File: src/rtl/mips_pkg.sv
//------------------------------------------------------------------------------
// Package : mips_pkg
// Brief   : Shared constants for the MIPS pipeline. Holds opcodes, the bit
//           positions inside the wb/m/ex control bundles, ALU_OP encodings
//           and the control-bundle struct used by the ID stage.
// Rev     : 1.0  initial release
//------------------------------------------------------------------------------
`default_nettype none

package mips_pkg;

    // Opcodes (instr[31:26]) recognised by the ID-stage control decoder
    localparam logic [5:0] OP_RTYPE = 6'h00;
    localparam logic [5:0] OP_LW    = 6'h23;
    localparam logic [5:0] OP_SW    = 6'h2B;
    localparam logic [5:0] OP_BEQ   = 6'h04;

    // Bundle widths
    localparam int WB_W = 2;
    localparam int M_W  = 3;
    localparam int EX_W = 4;

    // wb bundle: {reg_write, mem_to_reg}
    localparam int WB_REG_WRITE  = 1;
    localparam int WB_MEM_TO_REG = 0;

    // m bundle: {branch, mem_read, mem_write}
    localparam int M_BRANCH    = 2;
    localparam int M_MEM_READ  = 1;
    localparam int M_MEM_WRITE = 0;

    // ex bundle: {reg_dst, alu_op[1:0], alu_src}
    localparam int EX_REG_DST   = 3;
    localparam int EX_ALU_OP_HI = 2;
    localparam int EX_ALU_OP_LO = 1;
    localparam int EX_ALU_SRC   = 0;

    // ALU_OP encodings carried to the EX stage
    localparam logic [1:0] ALU_OP_ADD   = 2'b00;   // address calculation
    localparam logic [1:0] ALU_OP_SUB   = 2'b01;   // branch compare
    localparam logic [1:0] ALU_OP_FUNCT = 2'b10;   // EX looks at funct field

    // Complete control word produced by the decoder
    typedef struct packed {
        logic [WB_W-1:0] wb;
        logic [M_W-1:0]  m;
        logic [EX_W-1:0] ex;
    } ctrl_t;

endpackage : mips_pkg

`default_nettype wire

File: src/rtl/reg_file.sv
//------------------------------------------------------------------------------
// Module  : reg_file
// Brief   : General-purpose register file, 2 async read ports / 1 write port.
//           Register 0 is hardwired to zero. A write in progress is visible
//           on the read ports in the same cycle (write->read bypass).
// Rev     : 1.0  initial release
//------------------------------------------------------------------------------
`default_nettype none

module reg_file #(
    parameter int DATA_W = 32,
    parameter int ADDR_W = 5
) (
    input  logic              clk,
    input  logic              rst,
    input  logic [ADDR_W-1:0] raddr1,
    input  logic [ADDR_W-1:0] raddr2,
    output logic [DATA_W-1:0] rdata1,
    output logic [DATA_W-1:0] rdata2,
    input  logic              we,
    input  logic [ADDR_W-1:0] waddr,
    input  logic [DATA_W-1:0] wdata
);

    localparam int NUM_REGS = 2 ** ADDR_W;

    logic [DATA_W-1:0] regs_q [NUM_REGS];
    logic [DATA_W-1:0] regs_d [NUM_REGS];
    logic              write_en;

    assign write_en = we && (waddr != '0);

    // Next register contents; doubles as the bypass source for the read ports
    always_comb begin
        regs_d = regs_q;
        if (write_en) begin
            regs_d[waddr] = wdata;
        end
        regs_d[0] = '0;
    end

    // Register array update, cleared asynchronously
    always_ff @(posedge clk or posedge rst) begin
        if (rst) begin
            for (int i = 0; i < NUM_REGS; i++) begin
                regs_q[i] <= '0;
            end
        end else begin
            regs_q <= regs_d;
        end
    end

    // Reads go through regs_d so a same-cycle write is returned immediately
    always_comb begin
        rdata1 = (raddr1 == '0) ? '0 : regs_d[raddr1];
        rdata2 = (raddr2 == '0) ? '0 : regs_d[raddr2];
    end

endmodule : reg_file

`default_nettype wire

File: src/rtl/decode.sv
//------------------------------------------------------------------------------
// Module  : decode
// Brief   : ID stage of the 5-stage MIPS pipeline. Decodes the instruction
//           from IF/ID, reads the register file, sign-extends the immediate
//           and registers everything into the ID/EX latch. Also hosts the
//           register-file write port driven by the MEM/WB write-back path.
// Rev     : 1.0  initial release
//------------------------------------------------------------------------------
`default_nettype none

module decode
    import mips_pkg::*;
#(
    parameter int DATA_W     = 32,
    parameter int REG_ADDR_W = 5
) (
    input  logic                  clk,
    input  logic                  rst,
    input  logic [31:0]           if_id_instr,
    input  logic [31:0]           if_id_npc,
    input  logic                  flush,
    input  logic                  mem_wb_reg_write,
    input  logic [REG_ADDR_W-1:0] mem_wb_write_reg,
    input  logic [DATA_W-1:0]     mem_wb_write_data,
    output logic [WB_W-1:0]       id_ex_wb,
    output logic [M_W-1:0]        id_ex_m,
    output logic [EX_W-1:0]       id_ex_ex,
    output logic [31:0]           id_ex_npc,
    output logic [DATA_W-1:0]     id_ex_rd1,
    output logic [DATA_W-1:0]     id_ex_rd2,
    output logic [DATA_W-1:0]     id_ex_sign_ext,
    output logic [REG_ADDR_W-1:0] id_ex_rt,
    output logic [REG_ADDR_W-1:0] id_ex_rd
);

    logic [5:0]            opcode;
    logic [REG_ADDR_W-1:0] rs;
    logic [REG_ADDR_W-1:0] rt;
    logic [REG_ADDR_W-1:0] rd;
    logic [DATA_W-1:0]     gpr_rs;
    logic [DATA_W-1:0]     gpr_rt;

    ctrl_t                 ctrl_d, ctrl_q;
    logic [31:0]           npc_d, npc_q;
    logic [DATA_W-1:0]     rd1_d, rd1_q;
    logic [DATA_W-1:0]     rd2_d, rd2_q;
    logic [DATA_W-1:0]     sign_ext_d, sign_ext_q;
    logic [REG_ADDR_W-1:0] rt_d, rt_q;
    logic [REG_ADDR_W-1:0] rd_d, rd_q;

    assign opcode = if_id_instr[31:26];
    assign rs     = if_id_instr[21 +: REG_ADDR_W];
    assign rt     = if_id_instr[16 +: REG_ADDR_W];
    assign rd     = if_id_instr[11 +: REG_ADDR_W];

    reg_file #(
        .DATA_W (DATA_W),
        .ADDR_W (REG_ADDR_W)
    ) u_reg_file (
        .clk    (clk),
        .rst    (rst),
        .raddr1 (rs),
        .raddr2 (rt),
        .rdata1 (gpr_rs),
        .rdata2 (gpr_rt),
        .we     (mem_wb_reg_write),
        .waddr  (mem_wb_write_reg),
        .wdata  (mem_wb_write_data)
    );

    // Control decode; unknown opcodes and flushes produce an all-zero bubble
    always_comb begin
        ctrl_d = '0;
        case (opcode)
            OP_RTYPE: begin
                ctrl_d.wb[WB_REG_WRITE]                  = 1'b1;
                ctrl_d.ex[EX_REG_DST]                    = 1'b1;
                ctrl_d.ex[EX_ALU_OP_HI:EX_ALU_OP_LO]     = ALU_OP_FUNCT;
            end
            OP_LW: begin
                ctrl_d.wb[WB_REG_WRITE]                  = 1'b1;
                ctrl_d.wb[WB_MEM_TO_REG]                 = 1'b1;
                ctrl_d.m[M_MEM_READ]                     = 1'b1;
                ctrl_d.ex[EX_ALU_OP_HI:EX_ALU_OP_LO]     = ALU_OP_ADD;
                ctrl_d.ex[EX_ALU_SRC]                    = 1'b1;
            end
            OP_SW: begin
                ctrl_d.m[M_MEM_WRITE]                    = 1'b1;
                ctrl_d.ex[EX_ALU_OP_HI:EX_ALU_OP_LO]     = ALU_OP_ADD;
                ctrl_d.ex[EX_ALU_SRC]                    = 1'b1;
            end
            OP_BEQ: begin
                ctrl_d.m[M_BRANCH]                       = 1'b1;
                ctrl_d.ex[EX_ALU_OP_HI:EX_ALU_OP_LO]     = ALU_OP_SUB;
            end
            default: ctrl_d = '0;
        endcase
        if (flush) begin
            ctrl_d = '0;
        end
    end

    // Data fields are latched regardless of flush or opcode
    always_comb begin
        npc_d      = if_id_npc;
        rd1_d      = gpr_rs;
        rd2_d      = gpr_rt;
        sign_ext_d = {{(DATA_W-16){if_id_instr[15]}}, if_id_instr[15:0]};
        rt_d       = rt;
        rd_d       = rd;
    end

    // ID/EX pipeline latch
    always_ff @(posedge clk or posedge rst) begin
        if (rst) begin
            ctrl_q     <= '0;
            npc_q      <= '0;
            rd1_q      <= '0;
            rd2_q      <= '0;
            sign_ext_q <= '0;
            rt_q       <= '0;
            rd_q       <= '0;
        end else begin
            ctrl_q     <= ctrl_d;
            npc_q      <= npc_d;
            rd1_q      <= rd1_d;
            rd2_q      <= rd2_d;
            sign_ext_q <= sign_ext_d;
            rt_q       <= rt_d;
            rd_q       <= rd_d;
        end
    end

    assign id_ex_wb       = ctrl_q.wb;
    assign id_ex_m        = ctrl_q.m;
    assign id_ex_ex       = ctrl_q.ex;
    assign id_ex_npc      = npc_q;
    assign id_ex_rd1      = rd1_q;
    assign id_ex_rd2      = rd2_q;
    assign id_ex_sign_ext = sign_ext_q;
    assign id_ex_rt       = rt_q;
    assign id_ex_rd       = rd_q;

endmodule : decode

`default_nettype wire

File: config.mk
export PLATFORM = sky130hd
export DESIGN_NAME = decode
export DESIGN_NICKNAME = d
export VERILOG_FILES = /design/src/rtl/mips_pkg.sv /design/src/rtl/reg_file.sv /design/src/rtl/decode.sv
export SDC_FILE = /design/constraint.sdc
export NUM_CORES = 2
export LEC_CHECK = 0
export CAP_MARGIN = 20
export CORE_MARGIN = 2
export CORE_UTILIZATION = 35
export CTS_CLUSTER_DIAMETER = 80
export DETAILED_ROUTE_END_ITERATION = 10
export DONT_BUFFER_PORTS = 1
export PLACE_DENSITY = 0.59
export SLEW_MARGIN = 15
export SYNTH_ARGS = -nofsm -noshare
export SYNTH_HDL_FRONTEND = slang
export SYNTH_HIERARCHICAL = 1
export SYNTH_SLANG_ARGS = --single-unit
File: constraint.sdc
create_clock -name clk -period 41.9 [get_ports clk]
set_input_delay 8.38 -clock clk [delete_from_list [all_inputs] [get_ports clk]]
set_output_delay 8.38 -clock clk [all_outputs]
set_load 0.005 [all_outputs]
# After elaboration in Yosys (flattened, before gate mapping)

Cells that the tools add are included.

Output and inout bits: 147
Bits of input ports: 105
Flip-flop bits (word level): 1123
Logic and storage cells: 78

Reductions and logical operators: 8
Equal/unequal tests: 3
Bitwise logic cells: 3
Muxes and demuxes: 20
Order comparisons: 4

Operators by type and width:

| cell                                                                  | count |
|---|---|
| 1024-bit bitwise mux                                                  | 1 |
| 992-bit 2-to-1 mux                                                    | 1 |
| 32-bit binary-select mux with 5-bit select                            | 2 |
| 32-bit 2-to-1 mux                                                     | 7 |
| 32-bit demux with 5-bit select                                        | 1 |
| 6-bit >= comparator, second input constant                            | 3 |
| 5-bit NOT with 6-bit output                                           | 3 |
| 6-bit equality test, second input constant                            | 2 |
| 5-bit logical NOT                                                     | 2 |
| 9-bit 2-to-1 mux                                                      | 1 |
| 6-bit by 3-bit equality test with 1-bit output, second input constant | 1 |
| 6-bit logical NOT                                                     | 1 |
| 6-bit by 1-bit < comparator with 1-bit output, second input constant  | 1 |
| 1-bit 2-to-1 mux                                                      | 6 |
| 5-bit nonzero test                                                    | 1 |
| 2-bit case mux with 2 select lines                                    | 1 |
| 2-bit OR reduction                                                    | 2 |
| 1-bit logical AND                                                     | 2 |

# Logic depth before layout (Yosys ltp)

Depth in word-level cells: 11
Gate-level depth with buffers: 12

# Hierarchy

Netlist, hierarchy kept.

Modules (own cells, without submodules):

| module   | area an instance (um2) | seq. area each (um2) | cells an instance | times used |
|---|---|---|---|---|
| reg_file | 56375.3                | 24823.8              | 5428              | 1 |
| decode   | 3364.5                 | 3103.0               | 160               | 1 |

# Least setup slack after synthesis

OpenSTA, ideal clock, no wires.

Kind: input to register
From: in mem_wb_reg_write
To: reg rd2_q[9], in the netlist id_ex_rd2[9]
Cell stages on the path: 9
Path slack: 31245 ps
Data arrival time: 10524 ps
Data required time: 41769 ps
Path through: buf_4 buf_6 nand4_4 nor2_2 mux2_2 mux4_2 and2_1 a211o_1 or3_1

RTL lines:

| what                 | RTL line      | RTL |
|---|---|---|
| from (decl)          | decode.sv:22  | `input logic mem_wb_reg_write,` |
| to (signal assigned) | decode.sv:127 | `rd2_q <= rd2_d;` |
| to (decl)            | decode.sv:46  | `logic [DATA_W-1:0] rd2_d, rd2_q;` |

# Worst setup path after layout

From: in if_id_instr[22]
To: reg rd1_q[5], in the netlist id_ex_rd1[5]

Longest elaborated chain between the ends: 5
Elaborated cells on any way between the ends: 6
Those cells by class: 4 x mux; 1 x bitwise; 1 x reduce/logical

Ends and longest elaborated chain:

| what                                                  | RTL line       | RTL |
|---|---|---|
| from (decl)                                           | decode.sv:19   | `input logic [31:0] if_id_instr,` |
| 5-bit NOT with 6-bit output (not written as such)     | reg_file.sv:55 | `rdata1 = (raddr1 == '0) ? '0 : regs_d[raddr1];` |
| 32-bit binary-select mux with 5-bit select            | reg_file.sv:55 |  |
| 32-bit 2-to-1 mux (not written as such) (2 in series) | reg_file.sv:55 |  |
| 32-bit 2-to-1 mux (*)                                 | reg_file.sv:55 |  |
| named net gpr_rs[5]                                   | decode.sv:40   | `logic [DATA_W-1:0] gpr_rs;` |
| to (signal assigned)                                  | decode.sv:126  | `rd1_q <= rd1_d;` |
| to (decl)                                             | decode.sv:45   | `logic [DATA_W-1:0] rd1_d, rd1_q;` |

The timed path passes the listed nets; every way through them passes the cells marked *. The select of a mux whose other input is x is not followed.

==> run_results.csv <==
group,metric,value,unit
finish,syn_to_final_growth,11.03,%
logic_synthesis,async_flop_share,100.0,%
floorplanning,core,169500,um^2
logic_synthesis,avgSynthCellArea,10.69,um^2
clocking,cts_sinks,1116,
critical_path,required,42590,ps
place,place_congestion,1.014,
timing,fin_crit,11810,ps
power_and_ir_drop,leakagePower,31.54,nW
critical_path,rrSetupSlack,39650,ps
clocking,cts_made_buffers,133,
clocking,cts_tree,"built",
critical_path,worstSetupPathType,"primary input to flip-flop",
timing,period_share,28.18,%
logic_synthesis,synth.distinct_cells,95,
hold_path,hold_class,"flip-flop to flip-flop",
global_route,grt_start_max_net_pins,292,
drt,drt_pass1_iterations,8,
power_and_ir_drop,vdd_drop_max,0.00004005,V
clocking,postCtsResizedCells,0,
power_and_ir_drop,cellPowerDensity,48.14,nW/um^2
logic_synthesis,synth_cells,5588,
critical_path,crit_chain,"inv_2, buf_4, nand2_1, o21ai_0, o21ai_0, and3_1, o221a_2",
critical_path,crit_path_end_kind,"flip-flop",
critical_path,path_common_cell,"o21ai_0",
timing,max_freq,84.71,MHz
clocking,clockRootBuffer,"clkbuf_16",
global_route,grt_pass1_vias,48970,
logic_synthesis,ys_seq_area_share,46.75,%
outcome,status,"completed",
finish,fin_nets,5460,
timing,tightest_slew,1423,ps
flow_run,max_cap_viol_count,0,
clocking,htreeDepth,4,
drt,vias,51490,
drt,finalWirelength,281.0,mm
global_route,overflow,0,
drt,drc_errors,0,
global_route,grt_pass1_wl,387.0,mm
clocking,clk_latency,810,ps
power_and_ir_drop,finalPower,3.193,mW
timing,drv_slew,0,
logic_synthesis,syn_area,59740,um^2
drt,ant_nets,0,
critical_path,slowest_delay,830,ps
floorplanning,fp-row-count,151,
place,place_hpwl,167.6,mm
drt,routed_via_density,6.682,
logic_synthesis,ys_warn_count,6,
finish,final_cell_mix,"1,116 x dfrtp_1, 571 x mux2i_1, 523 x inv_1, 434 x mux2_2, 310 x nand2_1",
timing,setup_viol,0,
timing,rsz0062_at_grt,"false",
critical_path,worstSetupStartpointType,"primary input",
place,port_buffers,0,
critical_path,path_max_fanout,253,
logic_synthesis,synth_nets,5693,
logic_synthesis,synthFlopType,"dfrtp_1",
timing,tns,0,ps
floorplanning,initial_core_util,35.25,%
floorplanning,dieArea,174000,um^2
clocking,holdBufCountCts,0,
global_route,grt_util_all_layers,31.46,%
finish,utilization,39.14,%
critical_path,critPathBufInv,2,
logic_synthesis,synth-seq-cells,1116,
timing,slew_headroom,5.135,%
floorplanning,fp.dieH,417.1,um
finish,drive_gt1_share,20.31,%
clocking,post_cts.repair.setup_buffers,0,
floorplanning,die_w,417.1,um
finish,final_common_cell,"dfrtp_1",
logic_synthesis,synth_edf_count,0,
clocking,clockBufferDepth,3,
timing,hold_viol,0,
floorplanning,io_pins,252,
critical_path,worstPathArrival,12490,ps
clocking,path_clk_slew,60,ps
critical_path,path_delay_family,"buffers and inverters",
drt,drt_iter0_markers,8785,
timing,clock_skew,34.39,ps
global_route,antenna_found_initial,38,
drt,wl_per_cell,36.46,um
critical_path,critPathSlowestCell,"buf_4",
[final cells by class]
class | instances | area, um^2
multi-input cells | 3394 | 27640
clock inverters | 42 | 623.1
fillers | 16240 | 103100
repair buffers | 181 | 1465
well taps | 2218 | 2775
inverters | 529 | 1998
diodes | 33 | 82.58
clock buffers | 193 | 3825
flip-flops and latches | 1116 | 27930
[synthesized netlist by cell type, drive strengths merged, types with 18 or more instances]
cell	instances	share of area (%)
nor3	97	0.81
clkbuf	327	2.1
a21oi	175	1.5
o21ai	326	2.7
or3	23	0.26
nand2	334	2.2
a221oi	35	0.51
a31oi	27	0.28
o211ai	92	1.2
dfrtp	1116	47
a22oi	90	1.1
buf	222	2.0
mux2i	571	9.6
o2111ai	18	0.26
a211oi	53	0.67
o22ai	157	1.6
o221ai	61	0.89
mux4	167	6.3
nand4	20	0.23
mux2	437	8.2
inv	528	3.3
nor2	295	2.0
o22a	25	0.37
nand3	82	0.69
[state kept, by name, indices dropped and copies added (netlist names)]
register           flops
u_reg_file/regs_q    992
id_ex_npc             32
id_ex_rd1             32
id_ex_rd2             32
id_ex_sign_ext        11
id_ex_rd               5
id_ex_rt               5
id_ex_ex               4
id_ex_m                2
id_ex_wb               1
[routing by layer]
metal  track usage, %  vias to the layer above  part of all wire (%)
met5                0                        -                 0.061
met4            21.55                       20                   8.2
met3            14.00                     1214                    16
met2            43.23                     4601                    40
met1            39.30                    25990                    36
li1                 -                    19670                     -
[power breakdown]
part | switching [mW] | internal [mW]
Combinational | 0.370 | 0.261
Sequential | 0.0836 | 1.27
Clock | 0.510 | 0.696
Total | 0.963 | 2.23
[kinds of logic after synthesis]
group	after synthesis	share of synthesized area, %
simple gates	973	7.703
flops	1116	46.75
mux	1175	24.11
buf+inv	1078	7.425
compound gates	1242	13.95
xor+xnor	4	0.05864
[metrics by stage]
| stage | setup WS [ps] | cells | hold slack (ps) | cell area, um^2 |
|---|---|---|---|---|
| 2_1_floorplan | 5611 | 5588 | 442.8 | 59740 |
| 3_3_place_gp | 29320 | 7431 | 465.5 | 61660 |
| 3_5_place_dp | 29270 | 7433 | 465.6 | 61700 |
| 4_1_cts | 30120 | 7668 | 478.3 | 66150 |
| 5_1_grt | 30080 | 7677 | 500.2 | 66260 |
| 6_report | 30090 | 7706 | 490.1 | 66330 |
[worst reg2reg max path: stages (launching register included)]
cell and delay [ps]:
dfrtp_1 330, a21oi_1 40, a41oi_1 570, a21oi_1 120, o21ai_0 110, nor3_1 110, o41ai_1 750
[path summary, 6_finish.rpt]
| check | start | endpoint | cells after the start |
|---|---|---|---|
| max reg2reg | u_reg_file/regs_q[892]$_DFF_PP0_ | id_ex_rd1[28]$_DFF_PP0_ | 6 |
| min reg2reg | u_reg_file/regs_q[869]$_DFF_PP0_ | u_reg_file/regs_q[869]$_DFF_PP0_ | 2 |
| max | if_id_instr[22] | id_ex_rd1[5]$_DFF_PP0_ | 7 |
| min in group asynchronous | rst | id_ex_npc[26]$_DFF_PP0_ | 1 |
| max in group asynchronous | rst | u_reg_file/regs_q[913]$_DFF_PP0_ | 6 |
| min | u_reg_file/regs_q[869]$_DFF_PP0_ | u_reg_file/regs_q[869]$_DFF_PP0_ | 2 |
No activity file was read; power rests on OpenSTA's default activity.
